<file path="src/rtl/spi_adc_reader.sv">
// spi_adc_reader: SPI read master for the front-end ADC.
// Drives cs_n/sclk (CPOL=1), shifts miso in on sclk rising edges and
// presents each completed sample with a one-clock valid strobe.
module spi_adc_reader #(
    parameter int FRAME_BITS   = 16,
    parameter int DATA_BITS    = 12,
    parameter int HALF_PERIOD  = 2,
    parameter int QUIET_CYCLES = 2
) (
    input  logic                 clk,
    input  logic                 reset_n,
    input  logic                 start,
    input  logic                 miso,
    output logic                 sclk,
    output logic                 cs_n,
    output logic                 busy,
    output logic [DATA_BITS-1:0] sample,
    output logic                 sample_valid,
    output logic                 lead_err
);

    localparam int BCW = $clog2(FRAME_BITS + 1);
    localparam int HCW = $clog2(HALF_PERIOD + 1);
    localparam int QCW = $clog2(QUIET_CYCLES + 1);

    typedef enum logic [1:0] {
        IDLE  = 2'd0,
        SETUP = 2'd1,
        SHIFT = 2'd2,
        QUIET = 2'd3
    } state_t;

    state_t                state_q, state_d;
    logic [HCW-1:0]        hp_q, hp_d;
    logic [BCW-1:0]        bit_q, bit_d;
    logic [QCW-1:0]        quiet_q, quiet_d;
    logic [FRAME_BITS-1:0] shreg_q, shreg_d;
    logic                  sclk_q, sclk_d;
    logic                  cs_n_q, cs_n_d;
    logic [DATA_BITS-1:0]  sample_q, sample_d;
    logic                  valid_q, valid_d;
    logic                  lead_q, lead_d;

    // Any set bit among the leading (non-data) frame bits; 0 when there are none.
    function automatic logic lead_or(input logic [FRAME_BITS-1:0] s);
        logic r;
        r = 1'b0;
        for (int i = DATA_BITS; i < FRAME_BITS; i++) begin
            r = r | s[i];
        end
        return r;
    endfunction

    // State and datapath registers; reset returns the bus to its idle levels.
    always_ff @(posedge clk or negedge reset_n) begin
        if (!reset_n) begin
            state_q  <= IDLE;
            hp_q     <= '0;
            bit_q    <= '0;
            quiet_q  <= '0;
            shreg_q  <= '0;
            sclk_q   <= 1'b1;
            cs_n_q   <= 1'b1;
            sample_q <= '0;
            valid_q  <= 1'b0;
            lead_q   <= 1'b0;
        end else begin
            state_q  <= state_d;
            hp_q     <= hp_d;
            bit_q    <= bit_d;
            quiet_q  <= quiet_d;
            shreg_q  <= shreg_d;
            sclk_q   <= sclk_d;
            cs_n_q   <= cs_n_d;
            sample_q <= sample_d;
            valid_q  <= valid_d;
            lead_q   <= lead_d;
        end
    end

    // Next-state logic: frame sequencing, sclk generation and bit capture.
    always_comb begin
        state_d  = state_q;
        hp_d     = hp_q;
        bit_d    = bit_q;
        quiet_d  = quiet_q;
        shreg_d  = shreg_q;
        sclk_d   = sclk_q;
        cs_n_d   = cs_n_q;
        sample_d = sample_q;
        valid_d  = 1'b0;
        lead_d   = lead_q;

        case (state_q)
            IDLE: begin
                cs_n_d = 1'b1;
                sclk_d = 1'b1;
                if (start) begin
                    state_d = SETUP;
                    cs_n_d  = 1'b0;
                    hp_d    = '0;
                    bit_d   = '0;
                    quiet_d = '0;
                end
            end

            SETUP: begin
                if (hp_q == HCW'(HALF_PERIOD - 1)) begin
                    state_d = SHIFT;
                    sclk_d  = 1'b0;
                    hp_d    = '0;
                end else begin
                    hp_d = hp_q + HCW'(1);
                end
            end

            SHIFT: begin
                if (bit_q == BCW'(FRAME_BITS)) begin
                    // Final bit was captured on the previous edge: close the frame.
                    state_d  = QUIET;
                    cs_n_d   = 1'b1;
                    sclk_d   = 1'b1;
                    sample_d = shreg_q[DATA_BITS-1:0];
                    lead_d   = lead_or(shreg_q);
                    valid_d  = 1'b1;
                    hp_d     = '0;
                    bit_d    = '0;
                    quiet_d  = '0;
                end else if (hp_q == HCW'(HALF_PERIOD - 1)) begin
                    hp_d   = '0;
                    sclk_d = ~sclk_q;
                    if (!sclk_q) begin
                        // Rising sclk edge: ADC data has been stable for a half period.
                        shreg_d = {shreg_q[FRAME_BITS-2:0], miso};
                        bit_d   = bit_q + BCW'(1);
                    end
                end else begin
                    hp_d = hp_q + HCW'(1);
                end
            end

            QUIET: begin
                if (quiet_q == QCW'(QUIET_CYCLES - 1)) begin
                    quiet_d = '0;
                    if (start) begin
                        state_d = SETUP;
                        cs_n_d  = 1'b0;
                        hp_d    = '0;
                        bit_d   = '0;
                    end else begin
                        state_d = IDLE;
                    end
                end else begin
                    quiet_d = quiet_q + QCW'(1);
                end
            end

            default: begin
                state_d = IDLE;
            end
        endcase
    end

    assign sclk         = sclk_q;
    assign cs_n         = cs_n_q;
    assign busy         = (state_q != IDLE);
    assign sample       = sample_q;
    assign sample_valid = valid_q;
    assign lead_err     = lead_q;

endmodule

</file>
<file path="config.mk">
export PLATFORM = sky130hd
export DESIGN_NAME = spi_adc_reader
export DESIGN_NICKNAME = d
export VERILOG_FILES = /design/src/rtl/spi_adc_reader.sv
export SDC_FILE = /design/constraint.sdc
export NUM_CORES = 1
export LEC_CHECK = 0
export CORE_AREA = 2 2 64 66
export CTS_BUF_LIST = sky130_fd_sc_hd__clkbuf_16
export CTS_CLUSTER_DIAMETER = 50
export DETAILED_ROUTE_END_ITERATION = 8
export DIE_AREA = 0 0 66 68
export PLACE_DENSITY = 0.76
export SLEW_MARGIN = 20
export SYNTH_ARGS = -nofsm -noshare
export SYNTH_HDL_FRONTEND = slang
export SYNTH_SLANG_ARGS = --single-unit
</file>
<file path="constraint.sdc">
create_clock -name clk -period 3.4 [get_ports clk]
set_input_delay 0.68 -clock clk [delete_from_list [all_inputs] [get_ports clk]]
set_output_delay 0.68 -clock clk [all_outputs]
set_load 0.03 [all_outputs]
</file>
==> results of run 1 <==
## power by group
part / internal (uW) / leakage, uW / switching, uW
registers: 572 / 0.000585 / 48.5
logic: 208 / 0.000513 / 296
clock network: 418 / 0.0000952 / 183
total: 1200 / 0.00119 / 528
## kinds of logic after synthesis
| family | synth area share, % |
|---|---|
| mux | 20.1 |
| compound gates | 7.39 |
| simple gates | 10.8 |
| buf+inv | 4.31 |
| flops | 53.1 |
| fa+ha+maj | 4.31 |
## layer usage
metal / GRT usage (%) / routed length [microns] / up-vias
met5: 0 / 0 / -
met2: 30.4 / 1750 / 27
met4: 8.93 / 42 / 0
li1: - / - / 589
met3: 5.43 / 133 / 4
met1: 20.9 / 1520 / 636
## state kept, by name, indices dropped and copies added, names as in the netlist
signal and count:
shreg_q 16, sample 12, bit_q 5, hp_q 2
quiet_q 2, state_q 2, cs_n 1, lead_err 1
sample_valid 1, sclk 1
## worst max-delay path: cells and delay by family, from the launching register on
family	cells	cell delay (ns)
fa+ha+maj	1	0.20
buf+inv	3	0.83
flops	1	0.45
## cells in the mapped netlist (3+ instances only)
master	count	area, sq um
mux2_2	23	259
a21oi_1	4	20.0
nand2_1	7	26.3
mux2_4	8	120
inv_1	10	37.5
ha_1	7	87.6
mux2i_1	3	30.0
o21ai_0	5	25.0
and2_1	3	18.8
dfrtp_1	41	1030
nor3_1	4	20.0
a22o_1	3	26.3
## stage by stage
step,std cells,util (%),hold slack (ns),power [uW],instance area (sq um)
after detailed placement,218,58.2,0.499,1120,2240
final,226,63.1,0.510,1730,2430
after CTS,226,63.1,0.512,1730,2430
after global routing,226,63.1,0.526,1820,2430
after global placement,218,58.2,0.479,1100,2240
after floorplan,152,-,0.384,992,2030
## area by class of cell
type                            count  share of cell area [%]
Inverter                           11                    1.70
Multi-Input combinational cell     94                    35.6
Clock buffer                        5                    5.14
Timing Repair Buffer               20                    8.02
Clock inverter                      3                    2.62
Tap cell                           50                    2.57
Sequential cell                    43                    44.3
## how the worst max path moves through the flow
stage	start	to	slack, ns	depth (start not counted)
3_5_place_dp	start	bit_q[0]$_DFFE_PN0P_	1.09	5
4_1_cts	state_q[0]$_DFFE_PN0P_	busy	0.96	4
5_1_grt	state_q[0]$_DFFE_PN0P_	busy	0.88	4
6_report	state_q[1]$_DFFE_PN0P_	busy	0.96	4
2_1_floorplan	state_q[0]$_DFFE_PN0P_	sample[10]$_DFFE_PN0P_	1.63	7
3_3_place_gp	start	bit_q[0]$_DFFE_PN0P_	1.16	5
==> results.sh, run 1 <==
export IMPL_fmax_mhz=410
export IMPL_grt_pass1_wl_microns=5880
export IMPL_period_needed_ns=2.44
export IMPL_critPathCaptureType="primary output"
export IMPL_layout_drive_gt1_share_pct=26.7
export IMPL_syn_avg_cell_area_sq_um=13.4
export IMPL_globalplace_congestion=0.842
export IMPL_cp_arrival_ns=1.76
export IMPL_fin_ws_ns=0.962
export IMPL_num_antenna_cells=0
export IMPL_multi_input_area_sq_um=866
export IMPL_mostFrequentLayoutCells="dfrtp_1 (41), mux2_2 (23), clkdlybuf4s50_1 (19)"
export IMPL_cts_htree_levels=2
export IMPL_wl_microns=3440
export IMPL_power_density_nw_per_um2=709
export IMPL_fin_skew_ns=0.00563
export IMPL_fin_tns_setup_ns=0
export IMPL_rr_startpoint="state_q[0]$_DFFE_PN0P_"
export IMPL_cts_tree="done"
export IMPL_maxCapViolCount=0
export IMPL_cts_sinks=43
export IMPL_cts_buffers=5
export IMPL_cts_hold_buf=0
export IMPL_reg2reg_to="sample[1]$_DFFE_PN0P_"
export IMPL_areaGrowthSynthToFinish_pct=19.7
export IMPL_p_leak_uw=0.00119
export IMPL_critPathMostFrequentCell="inv_1"
export IMPL_grt_pass1_vias=1303
export IMPL_synth_seq_cells=43
export IMPL_hold_class="flop to flop"
export IMPL_cts_resized=0
export IMPL_ant_nets=0
export IMPL_min_from="sample[2]$_DFFE_PN0P_"
export IMPL_vdd_drop_max_mv=0.563
export IMPL_vias=1256
export IMPL_crit_required_ns=2.72
export IMPL_vias_per_cell=5.56
export IMPL_ys_async_sr_fraction_pct=100
export IMPL_start_kind="flop"
export IMPL_setup_viol=0
export IMPL_drtIter0Drc=68
export IMPL_synth_edf_count=0
export IMPL_overflow=0
export IMPL_ff_latch_area_sq_um=1080
export IMPL_cp_cell_sequence="inv_1 -> ha_1 -> inv_1 -> clkdlybuf4s50_1"
export IMPL_ioPinCount=21
export IMPL_hold_depth=1
export IMPL_synthesis_nets=163
export IMPL_seq_area_frac_synth_pct=53.1
export IMPL_insertion_delay_ns=0.28
export IMPL_place_hpwl_microns=2360
export IMPL_rsz0062_at_grt="false"
export IMPL_worstSetupPathType="flop to primary output"
export IMPL_slew_headroom_pct=38.8
export IMPL_start_util_pct=52.7
export IMPL_track_usage_pct=18.0
export IMPL_dieArea_sq_um=4490
export IMPL_die_h_microns=68
export IMPL_crit_slowest_cell="clkdlybuf4s50_1"
export IMPL_synth_ff_type="dfrtp_1"
export IMPL_cts_setup_buffers=0
export IMPL_clock_path_buffers=2
export IMPL_pre_cts_ws_ns=1.09
export IMPL_cp_max_fo=6
export IMPL_grt_max_degree=44
export IMPL_final_common_cell="dfrtp_1"
export IMPL_layout_nets=186
export IMPL_hold_viol=0
export IMPL_first_pass_iters=4
export IMPL_tightest_slew_ns=0.919
export IMPL_io_buffers=20
export IMPL_r2r_slack_ns=1.28
export IMPL_wl_per_cell_microns=15.2
export IMPL_antenna_found_initial=0
export IMPL_hold_end="sample[2]$_DFFE_PN0P_"
export IMPL_ys_types=38
export IMPL_yosys_warnings=0
export IMPL_rows=23
export IMPL_cts_root_buf="clkbuf_16"
export IMPL_netlist_area_sq_um=2030
export IMPL_syn_inst=152
export IMPL_drc=0
export IMPL_dieWidth_microns=66
export IMPL_cpPeakStageDelay_ns=0.66
export IMPL_min_period_over_period_pct=71.7
export IMPL_worstRegToRegCells=5
export IMPL_coreArea_sq_um=3860
export IMPL_maxSlewViolCount=0
export IMPL_fillers=312
export IMPL_outcome="finished, final reports clean"
export IMPL_path_clk_slew_ns=0.06
Power figures use the tool's default switching activity.
==> run 2, diff against run 1 <==
==> constraint.sdc (replaced) <==
create_clock -name clk -period 2.4 [get_ports clk]
set_input_delay 0.48 -clock clk [delete_from_list [all_inputs] [get_ports clk]]
set_output_delay 0.48 -clock clk [all_outputs]
set_load 0.03 [all_outputs]
==> run 2 against run 1 <==
Compared with the run above:
- setup slack worse by 0.82 ns
- die area stayed put
- clock skew is 0.0030 ns lower
- via count is 0.16% lower
- first-iteration DRC count is 5.9% lower
- sequential share of layout area is 0.74 points higher
- non-clock buffer count is 1 higher
- largest cell class unchanged
==> results.sh, run 2 (synthesized netlist as in run 1, its figures left out) <==
export IMPL_worstSetupPathType="flop to primary output"
export IMPL_largest_register_ffs=16
export IMPL_path_clk_slew_ns=0.06
export IMPL_cp_arrival_ns=1.77
export IMPL_pre_cts_ws_ns=0.283
export IMPL_clock_path_buffers=2
export IMPL_layout_nets=187
export IMPL_place_hpwl_microns=2450
export IMPL_cts_tree="done"
export IMPL_layout_drive_gt1_share_pct=27.1
export IMPL_critPathCaptureType="primary output"
export IMPL_dieWidth_microns=66
export IMPL_maxCapViolCount=0
export IMPL_coreArea_sq_um=3860
export IMPL_tightest_slew_ns=0.927
export IMPL_r2r_slack_ns=0.42
export IMPL_cp_max_fo=6
export IMPL_start_kind="flop"
export IMPL_rsz0062_at_grt="false"
export IMPL_hold_viol=0
export IMPL_min_period_over_period_pct=93.9
export IMPL_swShare_pct=33.2
export IMPL_maxSlewViolCount=0
export IMPL_insertion_delay_ns=0.28
export IMPL_cts_sinks=43
export IMPL_crit_slowest_cell="clkdlybuf4s50_1"
export IMPL_power_density_nw_per_um2=934
export IMPL_grt_pass1_wl_microns=5890
export IMPL_vdd_drop_max_mv=0.718
export IMPL_final_common_cell="dfrtp_1"
export IMPL_ff_latch_area_sq_um=1080
export IMPL_power_switching_uw=742
export IMPL_rows=23
export IMPL_cts_root_buf="clkbuf_16"
export IMPL_areaGrowthSynthToFinish_pct=17.7
export IMPL_num_antenna_cells=0
export IMPL_cpPeakStageDelay_ns=0.66
export IMPL_fillers=312
export IMPL_cts_htree_levels=2
export IMPL_regMostFlops="shreg_q"
export IMPL_wl_microns=3470
export IMPL_cts_hold_buf=0
export IMPL_fmax_mhz=444
export IMPL_track_usage_pct=17.9
export IMPL_vias=1254
export IMPL_antenna_found_initial=0
export IMPL_grt_pass1_vias=1264
export IMPL_period_needed_ns=2.25
export IMPL_first_pass_iters=4
export IMPL_grt_max_degree=44
export IMPL_fin_tns_setup_ns=0
export IMPL_hold_class="input pin to asynchronous set/reset pin"
export IMPL_outcome="finished, final reports clean"
export IMPL_cp_cell_sequence="inv_1 -> ha_1 -> inv_1 -> clkdlybuf4s50_1"
export IMPL_drtIter0Drc=64
export IMPL_ioPinCount=21
export IMPL_fin_ws_ns=0.146
export IMPL_fin_skew_ns=0.00263
export IMPL_drc=0
export IMPL_slew_headroom_pct=38.2
export IMPL_p_total_uw=2230
export IMPL_cts_setup_buffers=0
export IMPL_ant_nets=0
export IMPL_critPathMostFrequentCell="inv_1"
export IMPL_globalplace_congestion=0.874
export IMPL_vias_per_cell=5.52
export IMPL_start_util_pct=52.7
export IMPL_p_leak_uw=0.00117
export IMPL_cts_resized=0
export IMPL_io_buffers=20
export IMPL_intPower_uw=1490
export IMPL_die_h_microns=68
export IMPL_combinationalPowerShare_pct=32.2
export IMPL_sequentialPowerShare_pct=39.3
export IMPL_multi_input_area_sq_um=866
export IMPL_dieArea_sq_um=4490
export IMPL_path_buf_inv=3
export IMPL_crit_family="buffers and inverters"
export IMPL_crit_required_ns=1.92
export IMPL_cts_buffers=5
export IMPL_overflow=0
export IMPL_setup_viol=0
export IMPL_mostFrequentLayoutCells="dfrtp_1 (41), mux2_2 (23), clkdlybuf4s50_1 (19)"
export IMPL_wl_per_cell_microns=15.3
export IMPL_clockPowerShare_pct=28.5
[run 2: power groups by stage]
stage	clock [uW]	combinational (uW)	sequential, uW
after floorplan	0	496	910
after global placement	0	686	884
after detailed placement	0	712	892
after CTS	656	717	879
after global routing	687	799	889
final	636	720	879
[run 2: area by class of cell]
type	instances	share of cell area, %
flip-flops and latches	43	45.1
well taps	50	2.62
clock buffers	5	5.23
multi-input cells	94	36.2
inverters	11	1.73
clock inverters	3	0.680
repair buffers	21	8.47
[run 2: final timing paths]
check                                       startpoint                 endpoint  cells past startpoint
worst max-delay path            state_q[1]$_DFFE_PN0P_                     busy                      4
worst min-delay path                           reset_n     bit_q[4]$_DFFE_PN0P_                      1
worst max register to register  state_q[0]$_DFFE_PN0P_    sample[3]$_DFFE_PN0P_                      5
worst min register to register    lead_err$_DFFE_PN0P_     lead_err$_DFFE_PN0P_                      2
max in group asynchronous                      reset_n  shreg_q[14]$_DFFE_PN0P_                      1
min in group clk                  lead_err$_DFFE_PN0P_     lead_err$_DFFE_PN0P_                      2
[run 2: per-layer routing]
layer	share of wire (%)	global-route usage [%]
met2	49	28.7
met4	2.2	8.93
met3	4.0	5.59
met1	44	22.2
met5	0	0
[run 2: worst register-to-register path: stages, from the launching register on]
cell and delay, ns:
dfrtp_1 0.41, inv_1 0.13, ha_1 0.24, inv_2 0.08, or2_1 0.59, mux2_2 0.42
[run 2: metrics by stage]
stage | hold WS [ns] | cell area (sq um) | cells | util, %
finish | 0.334 | 2390 | 227 | 62.0
global route | 0.430 | 2390 | 227 | 62.0
CTS | 0.377 | 2390 | 227 | 62.0
detailed placement | 0.497 | 2250 | 219 | 58.4
global placement | 0.479 | 2250 | 219 | 58.4
floorplan | 0.184 | 2030 | 152 | -
